### config.mk
export PLATFORM = sky130hd
export DESIGN_NAME = branch_redirect_ctrl_flat
export DESIGN_NICKNAME = d
export VERILOG_FILES = /design/src/rtl/branch_redirect_ctrl_if.sv /design/src/rtl/branch_redirect_ctrl.sv /design/src/flat_wrapper.sv
export SDC_FILE = /design/constraint.sdc
export NUM_CORES = 1
export LEC_CHECK = 0
export CORE_MARGIN = 2
export CORE_UTILIZATION = 45
export DETAILED_ROUTE_END_ITERATION = 16
export HOLD_SLACK_MARGIN = 0.02
export PLACE_DENSITY = 0.87
export SYNTH_ARGS = -nofsm -noshare
export SYNTH_HDL_FRONTEND = slang
export SYNTH_SLANG_ARGS = --single-unit
### constraint.sdc
create_clock -name clk -period 2.4 [get_ports clk]
set_input_delay 0.48 -clock clk [delete_from_list [all_inputs] [get_ports clk]]
set_output_delay 0.48 -clock clk [all_outputs]
set_load 0.005 [all_outputs]
### src/rtl/branch_redirect_ctrl_if.sv
// ============================================================================
// Module      : branch_redirect_ctrl_if
// Description : EX-branch / fetch-redirect signal bundle for the redirect controller
// Revision    : 1.0 - initial release
// ============================================================================
`default_nettype none

interface branch_redirect_ctrl_if #(
  parameter int ADDR_W = 32,
  parameter int STAT_W = 32
);
  logic              br_valid;
  logic [1:0]        br_type;
  logic              zero;
  logic              lt;
  logic [ADDR_W-1:0] br_pc;
  logic [ADDR_W-1:0] br_offset;
  logic              redirect_ready;
  logic              redirect_valid;
  logic [ADDR_W-1:0] redirect_pc;
  logic              flush_if;
  logic              flush_id;
  logic              stall_ex;
  logic              misalign_err;
  logic [STAT_W-1:0] branch_cnt;
  logic [STAT_W-1:0] taken_cnt;

  // EX decode and fetch side of the pipeline
  modport master (
    output br_valid, br_type, zero, lt, br_pc, br_offset, redirect_ready,
    input  redirect_valid, redirect_pc, flush_if, flush_id, stall_ex,
           misalign_err, branch_cnt, taken_cnt
  );

  modport slave (
    input  br_valid, br_type, zero, lt, br_pc, br_offset, redirect_ready,
    output redirect_valid, redirect_pc, flush_if, flush_id, stall_ex,
           misalign_err, branch_cnt, taken_cnt
  );
endinterface

`default_nettype wire

### src/rtl/branch_redirect_ctrl.sv
// ============================================================================
// Module      : branch_redirect_ctrl
// Description : Resolves EX branches, flushes IF/ID once, holds a PC redirect
//               until fetch accepts it. Optional counters: BRANCH_STATS_EN.
// Revision    : 1.0 - initial release
// ============================================================================
`default_nettype none

module branch_redirect_ctrl #(
  parameter int ADDR_W = 32,
  parameter int STAT_W = 32
) (
  input  logic                   clk,
  input  logic                   rst,
  branch_redirect_ctrl_if.slave  bus
);

  localparam logic [1:0] IDLE     = 2'd0;
  localparam logic [1:0] FLUSH    = 2'd1;
  localparam logic [1:0] REDIRECT = 2'd2;

  localparam logic [1:0] T_NO_JUMP = 2'b00;
  localparam logic [1:0] T_BEQ     = 2'b01;
  localparam logic [1:0] T_BLT     = 2'b10;
  localparam logic [1:0] T_JAL     = 2'b11;

  logic [1:0]        state_q, state_d;
  logic [ADDR_W-1:0] redirect_pc_q, redirect_pc_d;
  logic              misalign_err_q, misalign_err_d;
  logic              taken;
  logic [ADDR_W-1:0] target;

  always_comb begin
    taken = 1'b0;
    case (bus.br_type)
      T_BEQ:     taken = bus.zero;
      T_BLT:     taken = bus.lt;
      T_JAL:     taken = 1'b1;
      T_NO_JUMP: taken = 1'b0;
      default:   taken = 1'b0;
    endcase
  end

  // Carry out of the add is dropped so targets wrap modulo 2^ADDR_W
  assign target = bus.br_pc + bus.br_offset;

  always_comb begin
    state_d        = state_q;
    redirect_pc_d  = redirect_pc_q;
    misalign_err_d = 1'b0;
    case (state_q)
      IDLE: begin
        if (bus.br_valid && taken) begin
          if (target[1:0] == 2'b00) begin
            redirect_pc_d = target;
            state_d       = FLUSH;
          end else begin
            misalign_err_d = 1'b1;
          end
        end
      end
      FLUSH:    state_d = bus.redirect_ready ? IDLE : REDIRECT;
      REDIRECT: if (bus.redirect_ready) state_d = IDLE;
      default:  state_d = IDLE;
    endcase
  end

  always_ff @(posedge clk or posedge rst) begin
    if (rst) begin
      state_q        <= IDLE;
      redirect_pc_q  <= '0;
      misalign_err_q <= 1'b0;
    end else begin
      state_q        <= state_d;
      redirect_pc_q  <= redirect_pc_d;
      misalign_err_q <= misalign_err_d;
    end
  end

  // Control outputs decode the state register only, keeping them input-independent
  assign bus.flush_if       = (state_q == FLUSH);
  assign bus.flush_id       = (state_q == FLUSH);
  assign bus.redirect_valid = (state_q == FLUSH) || (state_q == REDIRECT);
  assign bus.stall_ex       = (state_q == FLUSH) || (state_q == REDIRECT);
  assign bus.redirect_pc    = redirect_pc_q;
  assign bus.misalign_err   = misalign_err_q;

`ifdef BRANCH_STATS_EN
  localparam logic [STAT_W-1:0] CNT_ONE = {{(STAT_W-1){1'b0}}, 1'b1};

  logic [STAT_W-1:0] branch_cnt_q, branch_cnt_d;
  logic [STAT_W-1:0] taken_cnt_q,  taken_cnt_d;

  always_comb begin
    branch_cnt_d = branch_cnt_q;
    taken_cnt_d  = taken_cnt_q;
    if ((state_q == IDLE) && bus.br_valid && (bus.br_type != T_NO_JUMP)) begin
      if (!(&branch_cnt_q)) branch_cnt_d = branch_cnt_q + CNT_ONE;
      if (taken && !(&taken_cnt_q)) taken_cnt_d = taken_cnt_q + CNT_ONE;
    end
  end

  always_ff @(posedge clk or posedge rst) begin
    if (rst) begin
      branch_cnt_q <= '0;
      taken_cnt_q  <= '0;
    end else begin
      branch_cnt_q <= branch_cnt_d;
      taken_cnt_q  <= taken_cnt_d;
    end
  end

  assign bus.branch_cnt = branch_cnt_q;
  assign bus.taken_cnt  = taken_cnt_q;
`else
  assign bus.branch_cnt = {STAT_W{1'b0}};
  assign bus.taken_cnt  = {STAT_W{1'b0}};
`endif

endmodule

`default_nettype wire

### src/flat_wrapper.sv
// flat-port wrapper written by rule: the top's interface ports become plain ports
module branch_redirect_ctrl_flat 
#(
  parameter int ADDR_W = 32,
  parameter int STAT_W = 32
)
  (clk, rst, bus_br_valid, bus_br_type, bus_zero, bus_lt, bus_br_pc, bus_br_offset, bus_redirect_ready, bus_redirect_valid, bus_redirect_pc, bus_flush_if, bus_flush_id, bus_stall_ex, bus_misalign_err, bus_branch_cnt, bus_taken_cnt);
  branch_redirect_ctrl_if #(.ADDR_W(ADDR_W), .STAT_W(STAT_W)) bus_i ();
  input  logic clk;
  input  logic rst;
  input wire logic [$bits(bus_i.br_valid)-1:0] bus_br_valid;
  input wire logic [$bits(bus_i.br_type)-1:0] bus_br_type;
  input wire logic [$bits(bus_i.zero)-1:0] bus_zero;
  input wire logic [$bits(bus_i.lt)-1:0] bus_lt;
  input wire logic [$bits(bus_i.br_pc)-1:0] bus_br_pc;
  input wire logic [$bits(bus_i.br_offset)-1:0] bus_br_offset;
  input wire logic [$bits(bus_i.redirect_ready)-1:0] bus_redirect_ready;
  output wire logic [$bits(bus_i.redirect_valid)-1:0] bus_redirect_valid;
  output wire logic [$bits(bus_i.redirect_pc)-1:0] bus_redirect_pc;
  output wire logic [$bits(bus_i.flush_if)-1:0] bus_flush_if;
  output wire logic [$bits(bus_i.flush_id)-1:0] bus_flush_id;
  output wire logic [$bits(bus_i.stall_ex)-1:0] bus_stall_ex;
  output wire logic [$bits(bus_i.misalign_err)-1:0] bus_misalign_err;
  output wire logic [$bits(bus_i.branch_cnt)-1:0] bus_branch_cnt;
  output wire logic [$bits(bus_i.taken_cnt)-1:0] bus_taken_cnt;
  assign bus_i.br_valid = bus_br_valid;
  assign bus_i.br_type = bus_br_type;
  assign bus_i.zero = bus_zero;
  assign bus_i.lt = bus_lt;
  assign bus_i.br_pc = bus_br_pc;
  assign bus_i.br_offset = bus_br_offset;
  assign bus_i.redirect_ready = bus_redirect_ready;
  assign bus_redirect_valid = bus_i.redirect_valid;
  assign bus_redirect_pc = bus_i.redirect_pc;
  assign bus_flush_if = bus_i.flush_if;
  assign bus_flush_id = bus_i.flush_id;
  assign bus_stall_ex = bus_i.stall_ex;
  assign bus_misalign_err = bus_i.misalign_err;
  assign bus_branch_cnt = bus_i.branch_cnt;
  assign bus_taken_cnt = bus_i.taken_cnt;
  branch_redirect_ctrl #(.ADDR_W(ADDR_W), .STAT_W(STAT_W)) u_core (.clk(clk), .rst(rst), .bus(bus_i));
endmodule
Word-level counts from Yosys, hierarchy flattened
Cells that the tools add are included.
{"block": "word_totals", "ff_bits": 35, "in_bits": 72, "out_inout_bits": 101, "wordCells": 28}
{"block": "classes", "add_sub_neg": 1, "eq_ne": 8, "mux": 9, "n_reduce_logical": 7}
{"op": "adder 32 bit", "n": 1}
{"op": "two-way mux 2 bit", "n": 4}
{"op": "== test 2 bit, second input constant", "n": 3}
{"op": "zero test 2 bit", "n": 3}
{"op": "case mux 2 bit (3 select lines)", "n": 1}
{"op": "AND reduction 3 bit", "n": 2}
{"op": "== test 2 x 1 -> 1 bit, second input constant", "n": 2}
{"op": "inequality test 2 x 1 -> 1 bit, second input constant", "n": 2}
{"op": "case mux 1 bit (4 select lines)", "n": 1}
{"op": "two-way mux 1 bit", "n": 3}
{"op": "inequality test 2 bit, second input constant", "n": 1}
{"op": "logical AND 1 bit", "n": 1}
{"op": "logical OR 1 bit", "n": 1}

Longest topological paths before layout
Gate-level depths: netlist of run 1.
{"block": "logic_depth", "word_depth": 5, "depth_mapped": 9, "depth_no_buf": 9}

Worst setup path after synthesis of run 1
OpenSTA, ideal clock, no wires.
{"block": "synth_path", "path_kind": "input -> register", "from": "input port bus_br_offset[0]", "to": "register u_core.redirect_pc_q[16] (netlist: u_core.bus.redirect_pc[16])", "setup_time_ps": 69, "t_arrival_ps": 2461, "t_required_ps": 2331, "setup_slack_ps": -130, "path_stages": 9, "n_path_buf": 0, "cell_sequence": "ha_1 > fa_1 > a21o_1 > a31oi_2 > o21ai_2 > a21oi_4 > a31oi_1 > or4b_1 > nand3_1"}
{"block": "synth_via", "elab_chain_len": 3}
{"item": "start, declared", "line_no": "flat_wrapper.sv:16", "rtl": "input wire logic [$bits(bus_i.br_offset)-1:0] bus_br_offset;"}
{"item": "adder 32 bit *", "line_no": "branch_redirect_ctrl.sv:45", "rtl": "assign target = bus.br_pc + bus.br_offset;"}
{"item": "zero test 2 bit", "line_no": "branch_redirect_ctrl.sv:54", "rtl": "if (target[1:0] == 2'b00) begin"}
{"item": "AND reduction 3 bit (no source line)"}
{"item": "end signal, assigned", "line_no": "branch_redirect_ctrl.sv:75", "rtl": "redirect_pc_q <= redirect_pc_d;"}
{"item": "end, declared", "line_no": "branch_redirect_ctrl.sv:28", "rtl": "logic [ADDR_W-1:0] redirect_pc_q, redirect_pc_d;"}
Every way passes the cells marked *; elsewhere a longest branch is shown, timed or not.
A chain may end at the register's enable or synchronous reset.

Worst setup path after layout of run 1
{"block": "layout_path", "from": "input port bus_br_pc[3]", "to": "register u_core.redirect_pc_q[11] (netlist: u_core.bus.redirect_pc[11])"}
{"block": "layout_via", "elab_chain_len": 1}
{"item": "start, declared", "line_no": "flat_wrapper.sv:15", "rtl": "input wire logic [$bits(bus_i.br_pc)-1:0] bus_br_pc;"}
{"item": "adder 32 bit", "line_no": "branch_redirect_ctrl.sv:45"}
No other way between the ends.

==> results by group, run 1 <==
STA
  • Post-route minimum period: around 2400 ps
  • F_max: a little over 400 MHz
  • Max-slew violations: 0
  • Setup-failing EPs final: 1
  • Slew @ Worst Pin: a little over 500 ps
  • Worst slew margin: 0.661
  • Unrepaired setup endpoints after global routing: yes
  • Crit share post-route: 1.01
  • Final Skew: between 10 and 15 ps
  • Final Hold Viols: 0
  • Hold slack final: about 490 ps
  • Final setup margin: -18.3 ps
  • Total negative slack: -18.3 ps

Synthesis
  • Post-Synthesis Cells: between 400 and 500
  • Synth cell types: 58
  • Synth Cell Area: about 3700 um^2
  • Async set-or-reset flop fraction in the synthesized netlist: 1.00
  • Synth warn: 0
  • Post-synth EDFFs: 0
  • Most used DFF post-synth: dfrtp_1
  • Number of synthesized register bits: 35
  • Syn Area/Cell: approximately 8.0 um^2
  • Seq/Total Area, Yosys: 0.237

Critical path
  • CP bufs+invs: 1
  • Worst endpoint required time: roughly 2600 ps
  • Worst r2r path cells: 7
  • CP Max Fanout: 4
  • Flop2flop setup slack: 670 ps
  • Arr. time, crit path: approximately 2600 ps
  • CP max stage delay: between 400 and 500 ps
  • Worst flop-to-flop path startpoint: u_core.state_q[1]
  • Reg-to-reg critical path endpoint: u_core.bus.redirect_pc[31]
  • Critical path cell sequence: clkdlybuf4s50_1 -> ha_2 -> nand3_1 -> nand2_2 -> o21ai_4 -> or3b_1 -> a21oi_1 -> xor2_1 -> o21ai_1
  • CP Capture Type: flip-flop
  • Cell family with most CP delay: simple AND/OR/NAND/NOR gates
  • Startpoint types: input pin
  • Critical Path Slowest Stage Cell: clkdlybuf4s50_1
  • Crit Path Class: in -> reg

Floorplanning
  • IO Count: around 170
  • DIE HEIGHT: ~95 um
  • Die width: 94.7 um
  • CORE AREA: slightly above 8000 um^2
  • Die ar.: ~9000 um^2
  • Std cell rows: 33
  • Initial Util: 0.457

Detailed routing
  • Routed Antenna Nets: 0
  • Vias: around 4300
  • Pre-antenna DRT Iters: 6
  • Starting DRT DRC Count: 258
  • Number of remaining DRC errors: 0
  • Routed length per instance: 17.6 um
  • Detailed-route vias per instance: 5.49
  • Drt total wl: 13.9 mm

Finish
  • Most frequent cells in the layout: buf_4, clkdlybuf4s50_1, conb_1
  • Final #Nets: 790
  • Fillers: 531
  • Commonest non-fill, non-tap cell in the layout: buf_4
  • Layout cells sized above 1: 0.303
  • Antenna diodes: 0
  • Area Growth Syn to Fin: 67.9%

Worst hold path
  • Hold path cells: 2
  • Min-Delay Path Class: reg -> reg
  • Hold Path End: u_core.bus.redirect_pc[6]
  • Hold Path Origin: u_core.bus.redirect_pc[6]

Clock network
  • Clk_lat worst skew: 310 ps
  • Clock slew at reported path FFs: approximately 80 ps
  • CTS tree: done
  • CTS max path bufs: 2
  • CTS hold repair buffers: 0
  • CTS Sinks: 35
  • Clk root buf: clkbuf_8
  • CTS buffer count: 5
  • H-tree levels: 2

Power and ir drop
  • Gate power share: 0.569
  • Sw frac: 0.363
  • P_sw: 1.34 mW
  • Worst VDD drop: ~290 uV
  • Power density cells: a little under 600 nW/um^2
  • Clk pwr share: 0.155
  • Leak: approximately 2.9 nW
  • Total internal power: 2.35 mW
  • Reg power frac: 0.275

GRT
  • Vias in the first global route: ~4000
  • Remaining global-route overflow: 0
  • Global-route wire length before repair: between 15 and 20 mm
  • Total global-route track usage: 0.265
  • Largest net degree at the start of global routing: 36
  • Antenna violations before repair: 0

Job
  • Max Cap Viol: 0

Run status
  • Status: complete, but fails checks
  • Violated checks: setup timing

Placed design
  • Routability cong.: roughly 0.89
  • Number of port buffers: roughly 110
  • Dpl hpwl: 9.16 mm
-- cells by family (layout without fill, tap and decap cells) --
logic type | Yosys count | in the layout | share of synthesized area
other | 1 | 64 | 0.00101
adders and majority gates | 35 | 35 | 0.120
AOI/OAI and AO/OA | 135 | 135 | 0.243
DFF | 35 | 35 | 0.237
xor gates and xnor gates | 16 | 16 | 0.0379
muxes | 2 | 2 | 0.00541
and+or+nand+nor | 144 | 144 | 0.191
buffers and inverters | 94 | 253 | 0.165
-- Yosys cell counts, types with 2 or more instances --
library cell  instances  area (um^2)
o31ai_1               6         45.0
a31oi_1               2         12.5
o21ai_1               9         45.0
buf_4                66          495
a21oi_1              33          165
a21bo_2               2         20.0
nand2b_1              6         37.5
o21a_1               10         75.1
nor3b_1               4         30.0
o31a_1                2         17.5
xor2_1                5         43.8
and4_1                3         26.3
ha_1                 34          425
o211ai_1              5         37.5
a211oi_1              6         45.0
o21ai_0              24          120
inv_1                 9         33.8
or3_1                 3         18.8
nor4b_1               2         17.5
buf_2                 2         10.0
o21bai_1              3         22.5
clkbuf_1             16         60.1
o311ai_1              2         17.5
nand4_1               8         50.1
nand2_1              50          188
nor2_1               25         93.8
dfrtp_1              35          876
nand3_1              15         75.1
a21o_1               12         90.1
and3_1                4         25.0
nor3_1               11         55.1
xnor2_1              11         96.3
mux2i_1               2         20.0
a211o_1               4         35.0
and2_1                5         31.3
nor2b_1               4         25.0
-- how the worst max path moves through the flow --
stage	to	cells past startpoint	slack, ps	startpoint
global placement	u_core.bus.redirect_pc[16]	10	-450	bus_br_offset[0]
detailed placement	u_core.bus.redirect_pc[16]	10	-520	bus_br_offset[0]
finish	u_core.bus.redirect_pc[11]	9	-20	bus_br_pc[3]
global route	u_core.bus.redirect_pc[29]	9	-100	bus_br_offset[10]
CTS	u_core.bus.redirect_pc[16]	10	-10	bus_br_offset[0]
floorplan	u_core.bus.redirect_pc[16]	9	10	bus_br_offset[0]
-- sequential cells by signal (all words and copies together), names as in the netlist --
register,count
u_core.bus.redirect_pc,32
u_core.state_q,2
u_core.bus.misalign_err,1
-- per-stage QoR --
| step | cell area [um^2] | setup slack [ps] | cells | power, mW | utilization |
|---|---|---|---|---|---|
| global route | 6210 | -101 | 789 | 3.89 | 0.768 |
| detailed placement | 5430 | -523 | 764 | 2.83 | 0.671 |
| CTS | 5790 | -11.6 | 781 | 3.48 | 0.716 |
| floorplan | 3940 | 12.4 | 525 | 1.80 | - |
| global placement | 5430 | -452 | 764 | 2.75 | 0.671 |
| finish | 6210 | -18.3 | 789 | 3.69 | 0.768 |
-- metal layers --
layer,track usage,part of all wire,vias up
met5,0,0,-
met4,0.0761,0.034,0
met3,0.0367,0.081,48
met2,0.478,0.51,270
met1,0.329,0.38,2042
li1,-,-,1974
-- cell type report --
type / instances / area (um^2) / share of cell area
clock buffer: 5 / 68.8 / 0.0111
inverter: 9 / 33.8 / 0.00544
sequential: 35 / 876 / 0.141
multi-input combinational: 396 / 2960 / 0.477
timing repair buffer: 236 / 2100 / 0.338
tap: 105 / 131 / 0.0211
clock inverter: 3 / 43.8 / 0.00705
-- power groups by stage --
stage          combinational, mW  sequential [mW]  clock (mW)
2_1_floorplan              0.795             1.00           0
3_3_place_gp                1.75             1.01           0
3_5_place_dp                1.81             1.01           0
4_1_cts                     1.90             1.01       0.567
5_1_grt                     2.27             1.04       0.586
6_report                    2.10             1.02       0.573
-- worst min-delay path, stage by stage, from the launching register on --
cell and delay (ps):
dfrtp_1 350, nand2_1 40, o21ai_0 60
-- what timing repair did --
action	CTS	global route
gates cloned	0	0
setup endpoints to repair	28	20
pin swaps	28	29
resized for setup	45	68
setup buffers	10	8
Power figures use the tool's default switching activity.
==> run 2, diff against run 1 <==
--- a/config.mk
+++ b/config.mk
@@ -10,6 +10,7 @@
 export DETAILED_ROUTE_END_ITERATION = 16
 export HOLD_SLACK_MARGIN = 0.02
 export PLACE_DENSITY = 0.87
+export SKIP_CTS_REPAIR_TIMING = 1
 export SYNTH_ARGS = -nofsm -noshare
 export SYNTH_HDL_FRONTEND = slang
 export SYNTH_SLANG_ARGS = --single-unit
==> run 2 against run 1 <==
  * The flow still finishes with violations (setup timing)
  * Cell count down 1.1%
  * Critical path depth up 2
  * Sequential power about the same
  * Clock skew down 6.7 ps
  * Largest cell class unchanged
==> results by group, run 2 (synthesis results as in run 1) <==
Run status
  • Status: complete, but fails checks (unchanged)
  • Violated checks: setup timing (unchanged)

Clock network
  • Clock slew at reported path FFs: 80 ps (about the same)
  • H-tree levels: 2 (unchanged)
  • CTS Sinks: 35 (unchanged)
  • CTS buffer count: 5 (unchanged)
  • Clk_lat worst skew: 310 ps (about the same)
  • Clk root buf: clkbuf_8 (unchanged)
  • CTS max path bufs: 2 (unchanged)
  • CTS tree: done (unchanged)

Critical path
  • Worst r2r path cells: 7 (unchanged)
  • Worst endpoint required time: 2590 ps (about the same)
  • Reg-to-reg critical path endpoint: u_core.bus.redirect_pc[31] (unchanged)
  • CP Capture Type: flip-flop (unchanged)
  • Critical path cell sequence: clkdlybuf4s50_1 -> ha_4 -> buf_4 -> a21o_1 -> o211ai_1 -> a21oi_2 -> o211ai_2 -> buf_4 -> nand2_1 -> xnor2_1 -> o21ai_1 (was clkdlybuf4s50_1 -> ha_2 -> nand3_1 -> nand2_2 -> o21ai_4 -> or3b_1 -> a21oi_1 -> xor2_1 -> o21ai_1)
  • Worst flop-to-flop path startpoint: u_core.state_q[0] (was u_core.state_q[1])
  • Critical Path Slowest Stage Cell: clkdlybuf4s50_1 (unchanged)
  • Flop2flop setup slack: 760 ps (was 670 ps)
  • Arr. time, crit path: 2720 ps (was 2610 ps)
  • Crit Path Class: in -> reg (unchanged)
  • CP max stage delay: 530 ps (was 480 ps)
  • CP Max Fanout: 5 (was 4)
  • Startpoint types: input pin (unchanged)
  • Crit path top cell by count: buf_4

Finish
  • Most frequent cells in the layout: buf_4, clkdlybuf4s50_1, conb_1 (unchanged)
  • Layout cells sized above 1: 0.283 (was 0.303)
  • Final instance area: 6090 um^2 (was 6210 um^2)
  • Area Growth Syn to Fin: 64.7% (was 67.9%)
  • Register area: 876 um^2 (unchanged)
  • Footprint of the multi-input gates: 2900 um^2 (was 2960 um^2)
  • Commonest non-fill, non-tap cell in the layout: buf_4 (unchanged)
  • Final #Nets: 780 (was 790)
  • Final core occ: 0.753 (was 0.768)
  • Max reg flops: 32 (unchanged)
  • Fillers: 577 (was 531)

Detailed routing
  • Vias: 4259 (was 4334)
  • Detailed-route vias per instance: 5.46 (was 5.49)
  • Routed Antenna Nets: 0 (unchanged)
  • Number of remaining DRC errors: 0 (unchanged)
  • Routed length per instance: 16.8 um (was 17.6 um)
  • Pre-antenna DRT Iters: 5 (was 6)
  • Starting DRT DRC Count: 287 (was 258)
  • Drt total wl: 13.1 mm (was 13.9 mm)

Placed design
  • Placed cell areas: 5430 um^2 (unchanged)
  • Routability cong.: 0.895 (unchanged)
  • Place WS: -523 ps (unchanged)
  • Dpl hpwl: 9.16 mm (unchanged)
  • Number of port buffers: 108 (unchanged)

GRT
  • Global-route wire length before repair: 17.6 mm (was 18.9 mm)
  • M2 GR Usage: 0.439 (was 0.478)
  • Vias in the first global route: 3873 (was 4025)
  • Antenna violations before repair: 1 (was 0)
  • Largest net degree at the start of global routing: 36 (unchanged)
  • Remaining global-route overflow: 0 (unchanged)
  • Total global-route track usage: 0.246 (was 0.265)
  • Grt met1 use: 0.312 (was 0.329)
  • Top Usage Layer GRT: met2 (unchanged)
  • Met3 Use GR: 0.0391 (was 0.0367)

Worst hold path
  • Min-Delay Path Class: reg -> reg (unchanged)
  • Hold path cells: 2 (unchanged)
  • Hold Path Origin: u_core.bus.redirect_pc[11] (was u_core.bus.redirect_pc[6])
  • Hold Path End: u_core.bus.redirect_pc[11] (was u_core.bus.redirect_pc[6])

STA
  • Crit share post-route: 1.06 (was 1.01)
  • Max-slew violations: 0 (unchanged)
  • Post-route minimum period: 2530 ps (was 2420 ps)
  • Setup-failing EPs final: 8 (was 1)
  • Final Skew: 3.51 ps (was 10.2 ps)
  • Final setup margin: -133 ps (was -18.3 ps)
  • Hold slack final: 494 ps (was 487 ps)
  • Final Hold Viols: 0 (unchanged)
  • F_max: 395 MHz (was 414 MHz)

Power and ir drop
  • Power density cells: 592 nW/um^2 (was 594 nW/um^2)
  • Worst VDD drop: 287 uV (was 294 uV)
  • Leak: 2.89 nW (was 2.90 nW)

Floorplanning
  • DIE HEIGHT: 94.7 um (unchanged)
  • IO Count: 173 (unchanged)
  • Std cell rows: 33 (unchanged)
  • Die width: 94.7 um (unchanged)
  • Die ar.: 8970 um^2 (unchanged)
  • CORE AREA: 8090 um^2 (unchanged)
  • Initial Util: 0.457 (unchanged)

Job
  • Max Cap Viol: 0 (unchanged)
run 2: power breakdown:
part | internal [mW] | switching, mW | total (mW)
registers | 0.844 | 0.166 | 1.01
logic | 1.16 | 0.861 | 2.02
clock network | 0.310 | 0.262 | 0.572
run 2: area by class of cell:
class | count | share of cell area
inverter | 9 | 0.00554
clock inverter | 3 | 0.00719
timing repair buffer | 226 | 0.334
sequential | 35 | 0.144
antenna | 1 | 0.000411
tap | 105 | 0.0216
multi-input combinational | 396 | 0.476
clock buffer | 5 | 0.0113
run 2: worst max-delay path, delay by kind of cell:
kind / cells / cell delay (ps)
compound gates: 5 / 910
buf+inv: 3 / 840
fa+ha+maj: 1 / 240
xor+xnor: 1 / 200
simple gates: 1 / 50
run 2: metal layers:
metal  routed length [um]  part of all wire
met5                    0                 0
met1                 5050              0.38
met2                 6730              0.51
met3                 1060             0.081
met4                  307             0.023
run 2: how the worst max path moves through the flow:
stage                           startpoint                    endpoint  slack, ps  cells after the start
after detailed placement  bus_br_offset[0]  u_core.bus.redirect_pc[16]       -520                     10
after CTS                 bus_br_offset[0]  u_core.bus.redirect_pc[16]       -220                     10
after floorplan           bus_br_offset[0]  u_core.bus.redirect_pc[16]         10                      9
after global routing          bus_br_pc[9]  u_core.bus.redirect_pc[20]       -140                     11
after global placement    bus_br_offset[0]  u_core.bus.redirect_pc[16]       -450                     10
final                         bus_br_pc[9]  u_core.bus.redirect_pc[20]       -130                     11
run 2: per-stage QoR:
step	instances	total power, mW	TNS, ps
6_report	780	3.61	-554
3_5_place_dp	764	2.83	-12130
3_3_place_gp	764	2.75	-9970
4_1_cts	772	3.40	-2600
5_1_grt	780	3.82	-922
2_1_floorplan	525	1.80	0
==> run 3, diff against run 2 <==
--- a/config.mk
+++ b/config.mk
@@ -6,10 +6,10 @@
 export NUM_CORES = 1
 export LEC_CHECK = 0
 export CORE_MARGIN = 2
-export CORE_UTILIZATION = 45
+export CORE_UTILIZATION = 38
 export DETAILED_ROUTE_END_ITERATION = 16
 export HOLD_SLACK_MARGIN = 0.02
-export PLACE_DENSITY = 0.87
+export PLACE_DENSITY = 0.78
 export SKIP_CTS_REPAIR_TIMING = 1
 export SYNTH_ARGS = -nofsm -noshare
 export SYNTH_HDL_FRONTEND = slang
==> constraint.sdc (replaced) <==
create_clock -name clk -period 2.1 [get_ports clk]
set_input_delay 0.42 -clock clk [delete_from_list [all_inputs] [get_ports clk]]
set_output_delay 0.42 -clock clk [all_outputs]
set_load 0.005 [all_outputs]
==> run 3 against run 2 <==
  * The flow still finishes with violations (setup timing)
  * Utilization fell by 8.9 points
  * Routed wire length rose by 0.79%
  * Sequential share of layout area shrank 0.63 points
  * Register-to-register slack got worse by 300 ps
  * Sequential cell count is the same
  * Design area grew 4.6%
  * Cell count up 2.6%
  * Critical path depth decreased by 1
  * Power rose by 12%
  * Sequential power is 14% higher
  * Clock-buffer cell count up 1
  * Hold slack worse by 12 ps
==> results by group, run 3 (synthesis results as in run 1) <==
Clock network
  • CTS Sinks: 35 (unchanged)
  • Clk root buf: clkbuf_8 (unchanged)
  • H-tree levels: 2 (unchanged)
  • Clk_lat worst skew: 310 ps (about the same)
  • CTS max path bufs: 2 (unchanged)
  • Clock slew at reported path FFs: 70 ps (was 80 ps)
  • CTS tree: done (unchanged)
  • CTS buffer count: 5 (unchanged)

Critical path
  • CP Max Fanout: 5 (unchanged)
  • Worst Setup SP: bus_br_pc[0] (was bus_br_pc[9])
  • Worst r2r path cells: 7 (unchanged)
  • Worst endpoint required time: 2340 ps (was 2590 ps)
  • Crit Path Class: in -> reg (unchanged)
  • CP Capture Type: flip-flop (unchanged)
  • Startpoint types: input pin (unchanged)
  • Worst flop-to-flop path startpoint: u_core.state_q[0] (unchanged)
  • Arr. time, crit path: 2520 ps (was 2720 ps)

Power and ir drop
  • P_sw: 1.46 mW (was 1.29 mW)
  • Sw frac: 0.361 (was 0.357)
  • Gate power share: 0.586 (was 0.561)
  • Total internal power: 2.59 mW (was 2.32 mW)
  • Leak: 3.10 nW (was 2.89 nW)
  • Worst VDD drop: 361 uV (was 287 uV)
  • Reg power frac: 0.283 (was 0.280)
  • Clk pwr share: 0.131 (was 0.159)
  • Power density cells: 635 nW/um^2 (was 592 nW/um^2)

Finish
  • Post-Layout Cell Count: 800 (was 780)
  • Area Growth Syn to Fin: 72.3% (was 64.7%)
  • Layout cells sized above 1: 0.322 (was 0.283)
  • Max reg flops: 32 (unchanged)
  • Final instance area: 6380 um^2 (was 6090 um^2)
  • Commonest non-fill, non-tap cell in the layout: buf_4 (unchanged)
  • Antenna diodes: 0 (was 1)
  • Final #Nets: 774 (was 780)
  • Most frequent cells in the layout: buf_4, conb_1, clkdlybuf4s50_1 (was buf_4, clkdlybuf4s50_1, conb_1)
  • Fillers: 736 (was 577)
  • Final core occ: 0.665 (was 0.753)

Placed design
  • Number of port buffers: 108 (unchanged)
  • Placed cell areas: 5440 um^2 (was 5430 um^2)
  • Dpl hpwl: 8.93 mm (was 9.16 mm)
  • Routability cong.: 0.901 (was 0.895)
  • Placed Cells: 780 (was 764)
  • Place WS: -803 ps (was -523 ps)

Worst hold path
  • Hold Path Origin: u_core.bus.redirect_pc[15] (was u_core.bus.redirect_pc[11])
  • Min-Delay Path Class: reg -> reg (unchanged)
  • Hold path cells: 2 (unchanged)

STA
  • Final setup margin: -181 ps (was -133 ps)
  • Max-slew violations: 0 (unchanged)
  • Final Hold Viols: 0 (unchanged)
  • Unrepaired setup endpoints after global routing: yes
  • Setup-failing EPs final: 7 (was 8)
  • Crit share post-route: 1.09
  • Final Skew: 15.2 ps (was 3.51 ps)
  • Total negative slack: -353 ps (was -554 ps)
  • Post-route minimum period: between 2000 and 2500 ps
  • F_max: 438 MHz

Detailed routing
  • Met1 Wirelength: 5.17 mm (was 5.05 mm)
  • Drt total wl: 13.2 mm (was 13.1 mm)
  • Routed length per instance: 16.6 um (was 16.8 um)
  • Top sig layer: met4 (unchanged)
  • Met3 Routed Length: 1.03 mm (was 1.06 mm)
  • Detailed-route vias per instance: 5.25 (was 5.46)
  • DR WL met2: 6.41 mm (was 6.73 mm)
  • Vias: 4199 (was 4259)
  • Routed Antenna Nets: 0 (unchanged)
  • Starting DRT DRC Count: 306 (was 287)
  • Pre-antenna DRT Iters: 5 (unchanged)
  • Number of remaining DRC errors: 0 (unchanged)

GRT
  • Vias in the first global route: 3676 (was 3873)
  • Total global-route track usage: 0.205 (was 0.246)
  • Largest net degree at the start of global routing: 36 (unchanged)
  • Global-route wire length before repair: 17.2 mm (was 17.6 mm)
  • Antenna violations before repair: 0 (was 1)
  • Remaining global-route overflow: 0 (unchanged)

Floorplanning
  • CORE AREA: 9590 um^2 (was 8090 um^2)
  • IO Count: 173 (unchanged)
  • Std cell rows: 36 (was 33)
  • DIE HEIGHT: 103 um (was 94.7 um)
  • Die ar.: 10500 um^2 (was 8970 um^2)
  • Die width: 103 um (was 94.7 um)
  • Initial Util: 0.386 (was 0.457)

Run status
  • Status: complete, but fails checks (unchanged)
  • Violated checks: setup timing (unchanged)

Job
  • Max Cap Viol: 0 (unchanged)
==> run 3: power by group through the flow <==
stage	clock, mW	combinational [mW]	sequential, mW
2_1_floorplan	0	0.930	1.15
3_3_place_gp	0	2.00	1.15
3_5_place_dp	0	2.06	1.15
4_1_cts	0.531	2.07	1.15
5_1_grt	0.550	2.58	1.18
6_report	0.532	2.37	1.15
==> run 3: cell type report <==
| type | count | area (um^2) | area share |
|---|---|---|---|
| Inverter | 9 | 33.8 | 0.00530 |
| Timing Repair Buffer | 220 | 2040 | 0.320 |
| Clock inverter | 1 | 5.00 | 0.000785 |
| Tap cell | 133 | 166 | 0.0261 |
| Multi-Input combinational cell | 396 | 3170 | 0.498 |
| Sequential cell | 35 | 876 | 0.137 |
| Clock buffer | 6 | 82.6 | 0.0130 |
==> run 3: worst max-delay path, stage by stage <==
cell	delay, ps
buf_6	100
ha_4	150
fa_2	340
a21o_1	240
a31oi_4	200
o21ai_4	130
a21oi_4	180
a31oi_2	120
or4b_1	520
nand3_1	100
==> run 3: final timing paths <==
check,to,slack (ps)
min in group asynchronous,u_core.bus.redirect_pc[24],520
worst min register to register,u_core.bus.redirect_pc[15],480
worst max register to register,u_core.bus.redirect_pc[9],460
worst min-delay path,u_core.bus.redirect_pc[15],480
worst max-delay path,u_core.bus.redirect_pc[16],-180
max in group asynchronous,u_core.bus.redirect_pc[15],1220
==> run 3: through the flow <==
step / power, mW / hold WS (ps)
after floorplan: 2.08 / 473
after global placement: 3.15 / 464
after detailed placement: 3.21 / 473
after CTS: 3.75 / 488
after global routing: 4.31 / 506
final: 4.05 / 482
==> run 3: metal layers <==
layer	global-route usage	up-vias
li1	-	1939
met5	0	-
met1	0.261	1966
met2	0.356	245
met4	0.0687	0
met3	0.0285	49
